`src/rtl/uart_pkg.sv`:
```
// Shared definitions for the memory-mapped UART transmitter.
// Latency: n/a (types, constants and register layout only).
// Backpressure: n/a.
package uart_pkg;

    // Transmit FSM encodings
    typedef enum logic [1:0] {
        IDLE  = 2'd0,
        START = 2'd1,
        DATA  = 2'd2,
        STOP  = 2'd3
    } tx_state_t;

    // Register offsets on uartaddr[1:0]
    localparam logic [1:0] UART_DATA = 2'b00;
    localparam logic [1:0] UART_STAT = 2'b10;

    // Status register bit positions
    localparam int ST_BUSY   = 0;
    localparam int ST_FULL   = 1;
    localparam int ST_EMPTY  = 2;
    localparam int ST_OVF    = 3;
    localparam int ST_CNT_LO = 4;
    localparam int ST_CNT_W  = 4;

endpackage

```
`src/rtl/uart_tx_io_if.sv`:
```
// CPU IO-bus view of the UART: chip select, strobes, address, write and read data.
// Latency: n/a (wires only).
// Backpressure: none; the bus never stalls, overflowing writes are dropped by the slave.
interface uart_tx_io_if;
    logic        uartcs;
    logic        uartwrite;
    logic        uartread;
    logic [1:0]  uartaddr;
    logic [15:0] uartwdata;
    logic [15:0] uartrdata;

    modport master (
        output uartcs, uartwrite, uartread, uartaddr, uartwdata,
        input  uartrdata
    );

    modport slave (
        input  uartcs, uartwrite, uartread, uartaddr, uartwdata,
        output uartrdata
    );
endinterface

```
`src/rtl/uart_tx_fifo.sv`:
```
// DEPTH x 8 synchronous FIFO with an explicit occupancy count.
// Latency: pushed byte visible on pop_dat the cycle after the push edge.
// Backpressure: push refused when full unless a pop happens on the same edge.
module uart_tx_fifo #(
    parameter int DEPTH = 8
) (
    input  logic       clk,
    input  logic       rst,
    input  logic       push,
    input  logic [7:0] push_dat,
    input  logic       pop,
    output logic [7:0] pop_dat,
    output logic       push_ok,
    output logic       full,
    output logic       empty,
    output logic [3:0] count
);
    localparam int AW = $clog2(DEPTH);

    logic [7:0]    mem [DEPTH];
    logic [AW-1:0] wr_ptr;
    logic [AW-1:0] rd_ptr;
    logic          pop_ok;

    // A pop on the same edge frees a slot, so a full FIFO can still accept
    assign pop_ok  = pop & ~empty;
    assign push_ok = push & (~full | pop_ok);
    assign full    = (count == 4'(DEPTH));
    assign empty   = (count == 4'd0);
    assign pop_dat = mem[rd_ptr];

    // Storage array, written only on an accepted push
    always_ff @(posedge clk) begin
        if (push_ok) begin
            mem[wr_ptr] <= push_dat;
        end
    end

    // Pointers wrap modulo DEPTH; count disambiguates full from empty
    always_ff @(posedge clk) begin
        if (rst) begin
            wr_ptr <= '0;
            rd_ptr <= '0;
            count  <= 4'd0;
        end else begin
            if (push_ok) begin
                wr_ptr <= wr_ptr + 1'b1;
            end
            if (pop_ok) begin
                rd_ptr <= rd_ptr + 1'b1;
            end
            count <= count + {3'b000, push_ok} - {3'b000, pop_ok};
        end
    end
endmodule

```
`src/rtl/uart_tx_io.sv`:
```
// Memory-mapped 8N1 UART transmitter: CPU writes bytes into a FIFO, FSM serialises them.
// Latency: write on edge N into an idle, empty block drives the start bit at edge N+1.
// Backpressure: none on the bus; writes to a full FIFO are dropped and set sticky overflow.
module uart_tx_io
    import uart_pkg::*;
#(
    parameter int BAUD_DIV = 200,
    parameter int DEPTH    = 8
) (
    input  logic          uart_clk,
    input  logic          uartrst,
    uart_tx_io_if.slave   bus,
    output logic          tx_o,
    output logic          tx_busy_o
);
    tx_state_t   state;
    logic [15:0] bcnt;
    logic [2:0]  bidx;
    logic [7:0]  sh;

    logic        wr_hit;
    logic        rd_hit;
    logic        bit_end;
    logic        stop_end;
    logic        pop;
    logic        push_ok;
    logic        fifo_full;
    logic        fifo_empty;
    logic [3:0]  fifo_count;
    logic [3:0]  count_next;
    logic [7:0]  fifo_dat;
    logic        busy_next;
    logic        overflow;
    logic [15:0] status;
    logic [15:0] rdata;
    logic        unused_wdata;

    assign wr_hit   = bus.uartcs & bus.uartwrite & (bus.uartaddr == UART_DATA);
    assign rd_hit   = bus.uartcs & bus.uartread  & (bus.uartaddr == UART_STAT);
    assign bit_end  = (bcnt == 16'(BAUD_DIV - 1));
    assign stop_end = (state == STOP) & bit_end;

    // The FSM takes a byte when idle, or at the end of a stop bit for back-to-back frames
    assign pop = ~fifo_empty & ((state == IDLE) | stop_end);

    // Only the low byte of the write data is transmitted
    assign unused_wdata = ^bus.uartwdata[15:8];

    uart_tx_fifo #(.DEPTH(DEPTH)) u_fifo (
        .clk      (uart_clk),
        .rst      (uartrst),
        .push     (wr_hit),
        .push_dat (bus.uartwdata[7:0]),
        .pop      (pop),
        .pop_dat  (fifo_dat),
        .push_ok  (push_ok),
        .full     (fifo_full),
        .empty    (fifo_empty),
        .count    (fifo_count)
    );

    // Busy is registered from next-cycle state so it lines up with tx_o
    assign count_next = fifo_count + {3'b000, push_ok} - {3'b000, pop};
    assign busy_next  = pop | ((state != IDLE) & ~stop_end) | (count_next != 4'd0);

    // Status word assembled from current register values
    always_comb begin
        status                              = '0;
        status[ST_BUSY]                     = tx_busy_o;
        status[ST_FULL]                     = fifo_full;
        status[ST_EMPTY]                    = fifo_empty;
        status[ST_OVF]                      = overflow;
        status[ST_CNT_LO +: ST_CNT_W]       = fifo_count;
    end

    assign bus.uartrdata = rdata;

    // Transmit FSM: start bit, 8 data bits LSB first, stop bit, each BAUD_DIV cycles
    always_ff @(posedge uart_clk) begin
        if (uartrst) begin
            state <= IDLE;
            bcnt  <= 16'd0;
            bidx  <= 3'd0;
            sh    <= 8'h00;
            tx_o  <= 1'b1;
        end else begin
            case (state)
                IDLE: begin
                    tx_o <= 1'b1;
                    if (pop) begin
                        sh    <= fifo_dat;
                        tx_o  <= 1'b0;
                        bcnt  <= 16'd0;
                        state <= START;
                    end
                end
                START: begin
                    if (bit_end) begin
                        tx_o  <= sh[0];
                        sh    <= {1'b0, sh[7:1]};
                        bidx  <= 3'd0;
                        bcnt  <= 16'd0;
                        state <= DATA;
                    end else begin
                        bcnt <= bcnt + 16'd1;
                    end
                end
                DATA: begin
                    if (bit_end) begin
                        bcnt <= 16'd0;
                        if (bidx == 3'd7) begin
                            tx_o  <= 1'b1;
                            state <= STOP;
                        end else begin
                            tx_o <= sh[0];
                            sh   <= {1'b0, sh[7:1]};
                            bidx <= bidx + 3'd1;
                        end
                    end else begin
                        bcnt <= bcnt + 16'd1;
                    end
                end
                STOP: begin
                    if (bit_end) begin
                        bcnt <= 16'd0;
                        if (pop) begin
                            sh    <= fifo_dat;
                            tx_o  <= 1'b0;
                            state <= START;
                        end else begin
                            state <= IDLE;
                        end
                    end else begin
                        bcnt <= bcnt + 16'd1;
                    end
                end
                default: begin
                    tx_o  <= 1'b1;
                    state <= IDLE;
                end
            endcase
        end
    end

    // Busy flag, status read register and sticky overflow (a new overflow beats the clear)
    always_ff @(posedge uart_clk) begin
        if (uartrst) begin
            tx_busy_o <= 1'b0;
            rdata     <= 16'h0000;
            overflow  <= 1'b0;
        end else begin
            tx_busy_o <= busy_next;
            if (rd_hit) begin
                rdata <= status;
            end
            if (wr_hit & ~push_ok) begin
                overflow <= 1'b1;
            end else if (rd_hit) begin
                overflow <= 1'b0;
            end
        end
    end
endmodule
```
`src/flat_wrapper.sv`:
```
// flat-port wrapper written by rule: the top's interface ports become plain ports
module uart_tx_io_flat import uart_pkg::*;
#(
    parameter int BAUD_DIV = 200,
    parameter int DEPTH    = 8
)
  (uart_clk, uartrst, tx_o, tx_busy_o, bus_uartcs, bus_uartwrite, bus_uartread, bus_uartaddr, bus_uartwdata, bus_uartrdata);
  uart_tx_io_if bus_i ();
  input  logic uart_clk;
  input  logic uartrst;
  output logic tx_o;
  output logic tx_busy_o;
  input wire logic [$bits(bus_i.uartcs)-1:0] bus_uartcs;
  input wire logic [$bits(bus_i.uartwrite)-1:0] bus_uartwrite;
  input wire logic [$bits(bus_i.uartread)-1:0] bus_uartread;
  input wire logic [$bits(bus_i.uartaddr)-1:0] bus_uartaddr;
  input wire logic [$bits(bus_i.uartwdata)-1:0] bus_uartwdata;
  output wire logic [$bits(bus_i.uartrdata)-1:0] bus_uartrdata;
  assign bus_i.uartcs = bus_uartcs;
  assign bus_i.uartwrite = bus_uartwrite;
  assign bus_i.uartread = bus_uartread;
  assign bus_i.uartaddr = bus_uartaddr;
  assign bus_i.uartwdata = bus_uartwdata;
  assign bus_uartrdata = bus_i.uartrdata;
  uart_tx_io #(.BAUD_DIV(BAUD_DIV), .DEPTH(DEPTH)) u_core (.uart_clk(uart_clk), .uartrst(uartrst), .bus(bus_i), .tx_o(tx_o), .tx_busy_o(tx_busy_o));
endmodule
```
`config.mk`:
```
export PLATFORM = sky130hd
export DESIGN_NAME = uart_tx_io_flat
export DESIGN_NICKNAME = d
export VERILOG_FILES = /design/src/rtl/uart_pkg.sv /design/src/rtl/uart_tx_io_if.sv /design/src/rtl/uart_tx_fifo.sv /design/src/rtl/uart_tx_io.sv /design/src/flat_wrapper.sv
export SDC_FILE = /design/constraint.sdc
export NUM_CORES = 1
export LEC_CHECK = 0
export CORE_UTILIZATION = 40
export DETAILED_ROUTE_END_ITERATION = 8
export HOLD_SLACK_MARGIN = 0.15
export SLEW_MARGIN = 10
export SYNTH_ARGS = -nofsm -noshare
export SYNTH_HDL_FRONTEND = slang
export SYNTH_HIERARCHICAL = 1
export SYNTH_SLANG_ARGS = --single-unit
export TNS_END_PERCENT = 10
```
`constraint.sdc`:
```
create_clock -name uart_clk -period 5 [get_ports uart_clk]
set_input_delay 1.25 -clock uart_clk [delete_from_list [all_inputs] [get_ports uart_clk]]
set_output_delay 1.25 -clock uart_clk [all_outputs]
set_load 0.02 [all_outputs]
```
==> summary.txt <==
Power and ir drop
  • Leakage: ~0.0023 uW
  • Clk pwr share: 0.373
  • Pwr dens: roughly 480 mW/mm^2
  • Switching share of total power: 0.3048
  • Register share of total power: 0.363
  • Max rail drop VDD: ~0.00025 V
  • Net switching power: 958.7 uW
  • Combinational Power Share: 0.264
  • Internal Power: 2187 uW

Floorplan
  • Die area: about 0.015 sq mm
  • Vert. Die Dim: 120.6 microns
  • Core area: between 0.01 and 0.015 sq mm
  • Width of the die: ~120 microns
  • Total I/O pin count: 41
  • Floorplan row count: 42
  • Effective utilization at floorplan: 0.4169

GRT
  • Gr ovfl total: 0
  • Global-route usage over all layers: 0.1661
  • Pin count of the biggest net entering global routing: 33
  • Initial antenna violation count: 0
  • Global-route wire length before repair: about 18 mm
  • Number of global-route vias before repair: about 3,600

Finish
  • Combined flip-flop and latch cell area: just under 0.003 sq mm
  • Most frequent cells in the layout: sky130_fd_sc_hd__edfxtp_1 (64), sky130_fd_sc_hd__dfxtp_1 (53), sky130_fd_sc_hd__nand2_1 (33), sky130_fd_sc_hd__a21oi_1 (33), sky130_fd_sc_hd__inv_1 (28)
  • Ant. Diodes: 0
  • Fill count: between 1,000 and 1,500
  • Most frequent standard cell in the layout excluding fill and tap cells: sky130_fd_sc_hd__edfxtp_1
  • # nets final: 551
  • Layout area overhead: 16.49%
  • Fin cells: 696
  • Area occupied by multi-input gates: 0.002366 sq mm
  • Fraction of layout instances using a drive strength above 1: 0.1577

Placed design
  • Placed Instances: roughly 660
  • Count of port buffers added during placement: 24
  • Detailed-placement wirelength estimate: ~7.4 mm
  • Final RePlAce weighted congestion: between 0.7 and 0.8
  • Worst slack, placed: 0.9847 ns

Setup path
  • Startpoint class of the critical path: flip-flop
  • Crit Path Category: reg -> reg
  • Kind of capture point of the worst setup path: flip-flop
  • CP Max Fanout: 7
  • Required time at the worst-slack endpoint: about 5.3 ns
  • Crit Reg-Reg Endpoint: u_core/tx_busy_o
  • Arrival time at the worst endpoint: ~4.3 ns
  • Setup slack of the worst register-to-register path: around 0.97 ns
  • Number of cell instances on the worst register-to-register path: 13
  • Source of the worst register-to-register timing path: u_core/bcnt[4]
  • Worst setup path endpoint: u_core/tx_busy_o
  • Worst Setup SP: u_core/bcnt[4]

Clock tree
  • CTS clock-pin slew for the worst setup and hold paths: ~0.06 ns
  • Num Clock Sinks: about 120
  • CTS-repair resized insts: 0
  • CTS Root Cell: sky130_fd_sc_hd__clkbuf_16
  • CTS Hold Buffers Added: 0
  • Clock latency on the worst-skew pair: around 0.42 ns
  • Total setup buffers inserted after CTS: 0
  • TritonCTS clock tree: done
  • Clock buffer count from CTS: 17
  • CTS H-tree depth: 4
  • Clock buffer depth: 2

STA
  • Unrepaired setup endpoints after global routing: no
  • Worst hold slack: around 0.46 ns
  • Measured slew at the worst slew-check pin: between 0.9 and 1 ns
  • Final Hold Vio Count: 0
  • Post-route fraction of the period consumed by the critical path: 0.8065
  • Pins Over Slew Limit: 0
  • Final worst-path setup slack: ~0.97 ns
  • Fmax achieved: roughly 250 MHz
  • Worst setup skew after layout: 0.01022 ns
  • Max_slew headroom: 0.3390
  • Final setup violation count: 0
  • Clock period minus final worst setup slack: approximately 4.0 ns
  • TNS Setup: 0 ns

Logic synthesis
  • Synth async-reset ratio: 0
  • Top cell type's share of synthesized area: 0.3413
  • Number of synthesized flops with an enable pin: 64
  • Number of synthesis warnings: 6
  • Post-synthesis average cell area: approximately 12 sq um
  • Main area contributors after synthesis: sky130_fd_sc_hd__edfxtp_1 (34%), sky130_fd_sc_hd__dfxtp_1 (19%), sky130_fd_sc_hd__mux4_2 (6.4%), sky130_fd_sc_hd__ha_1 (4.2%), sky130_fd_sc_hd__mux2_2 (3.4%)
  • Sequential-to-total area share from yosys stat: 0.5298
  • Summed instance area of the synthesized netlist: approximately 0.0056 sq mm
  • FF+latch count, synth: approximately 120
  • Cell type contributing the most total cell area after synthesis: sky130_fd_sc_hd__edfxtp_1
  • Synth Flop Type: sky130_fd_sc_hd__edfxtp_1
  • Number of unique standard cell types used by synthesis: 68
  • Post-Synthesis Cells: 482

Drt
  • Via count: approximately 3,800
  • Ratio of routed vias to standard cells: between 5 and 6
  • Number of detailed-route iterations in the first pass: 4
  • Post-DR wirelength/cell: around 16 microns
  • Number of remaining DRC errors: 0
  • Count of antenna-violating nets left after detailed routing: 0
  • Routed wire length: approximately 11 mm
  • Violation count after the first detailed-routing iteration: 175

Job
  • Max Cap Violations: 0

Worst hold path
  • Hold path cells: 2
  • Class of the worst hold path: reg -> reg

Run status
  • Status: completed
## cell usage after synthesis (4+ instances only)
library cell	instances
sky130_fd_sc_hd__nor3b_1	4
sky130_fd_sc_hd__a21o_1	5
sky130_fd_sc_hd__nand2_1	33
sky130_fd_sc_hd__or3_1	4
sky130_fd_sc_hd__a31oi_1	6
sky130_fd_sc_hd__nand3_1	16
sky130_fd_sc_hd__and3_1	4
sky130_fd_sc_hd__nor2b_1	7
sky130_fd_sc_hd__a211oi_1	14
sky130_fd_sc_hd__a21oi_1	33
sky130_fd_sc_hd__buf_4	9
sky130_fd_sc_hd__nor4_1	7
sky130_fd_sc_hd__ha_1	19
sky130_fd_sc_hd__nor2_1	20
sky130_fd_sc_hd__nand2b_1	9
sky130_fd_sc_hd__nor3_1	13
sky130_fd_sc_hd__or4_1	4
sky130_fd_sc_hd__clkbuf_1	15
sky130_fd_sc_hd__mux2_2	17
sky130_fd_sc_hd__dfxtp_1	53
sky130_fd_sc_hd__o21ai_0	7
sky130_fd_sc_hd__nand4_1	4
sky130_fd_sc_hd__o21ai_1	7
sky130_fd_sc_hd__inv_1	28
sky130_fd_sc_hd__edfxtp_1	64
sky130_fd_sc_hd__nor4b_1	6
sky130_fd_sc_hd__mux4_2	16
## kinds of logic (layout without fill, tap and decap cells)
logic type,count (synthesis),in the layout,synth area share
flip-flops,117,117,0.5298
AND/OR/NAND/NOR,145,145,0.1416
multiplexers,35,35,0.1016
adder cells (fa/ha/maj),21,21,0.04933
XOR/XNOR,4,4,0.006223
other,1,8,0.0006660
AO/OA/AOI/OAI,97,97,0.1162
buffers and inverters,62,93,0.05466
## power by group through the flow
stage,clock (uW),combinational [uW],sequential (uW)
3_3_place_gp,0,813,1160
3_5_place_dp,0,834,1160
2_1_floorplan,0,678,1140
4_1_cts,1210,841,1140
6_report,1170,831,1140
5_1_grt,1240,934,1150
## cell type report
type                    instances  area share
flip-flops and latches        117      0.4548
multi-input cells             310      0.3607
clock buffers                  17     0.06486
repair buffers                 32     0.04502
well taps                     176     0.03357
clock inverters                15     0.02366
inverters                      29     0.01736
## per-layer routing
layer  global-route usage  part of all wire  up-vias
met4              0.07639             0.018        0
met2               0.2572              0.49       42
met5                    0                 0        -
met1               0.2205              0.47     1889
li1                     -                 -     1858
met3              0.03868             0.027       15
## stage by stage
step                total power [uW]    util  area, sq um
floorplan                       1819       -         5657
global placement                1973  0.4427         5978
detailed placement              1997  0.4427         5978
CTS                             3189  0.4856         6559
global route                    3330  0.4856         6559
finish                          3145  0.4856         6559
## state kept, by name, summed over array words and instances (netlist names), named ones only
name                  cells
u_core/u_fifo/wr_ptr      3
u_core/state              2
u_core/tx_busy_o          1
u_core/bcnt              16
u_core/u_fifo/rd_ptr      3
u_core/u_fifo/count       4
u_core/u_fifo/mem        64
u_core/overflow           1
u_core/bidx               3
u_core/sh                 8
u_core/bus.uartrdata      8
u_core/tx_o               1
## worst min-delay path by stage
stage,slack [ns],from,endpoint
global route,0.47,u_core/bus.uartrdata[6],u_core/bus.uartrdata[6]
finish,0.46,u_core/sh[1],u_core/sh[1]
detailed placement,0.45,u_core/sh[5],u_core/sh[5]
floorplan,0.43,u_core/sh[0],u_core/sh[0]
global placement,0.44,u_core/sh[4],u_core/sh[4]
CTS,0.46,u_core/sh[1],u_core/sh[1]
## critical path: stages (launching register included)
cell	delay, ns
sky130_fd_sc_hd__dfxtp_1	0.37
sky130_fd_sc_hd__or4_4	0.60
sky130_fd_sc_hd__nor4_2	0.59
sky130_fd_sc_hd__a21oi_2	0.18
sky130_fd_sc_hd__nor2_1	0.23
sky130_fd_sc_hd__nor2b_1	0.41
sky130_fd_sc_hd__o21ai_1	0.21
sky130_fd_sc_hd__inv_1	0.17
sky130_fd_sc_hd__ha_1	0.18
sky130_fd_sc_hd__inv_1	0.06
sky130_fd_sc_hd__fa_1	0.37
sky130_fd_sc_hd__xor2_1	0.16
sky130_fd_sc_hd__nand4b_1	0.11
sky130_fd_sc_hd__o31a_1	0.29
(Power assumes the default switching activity.)
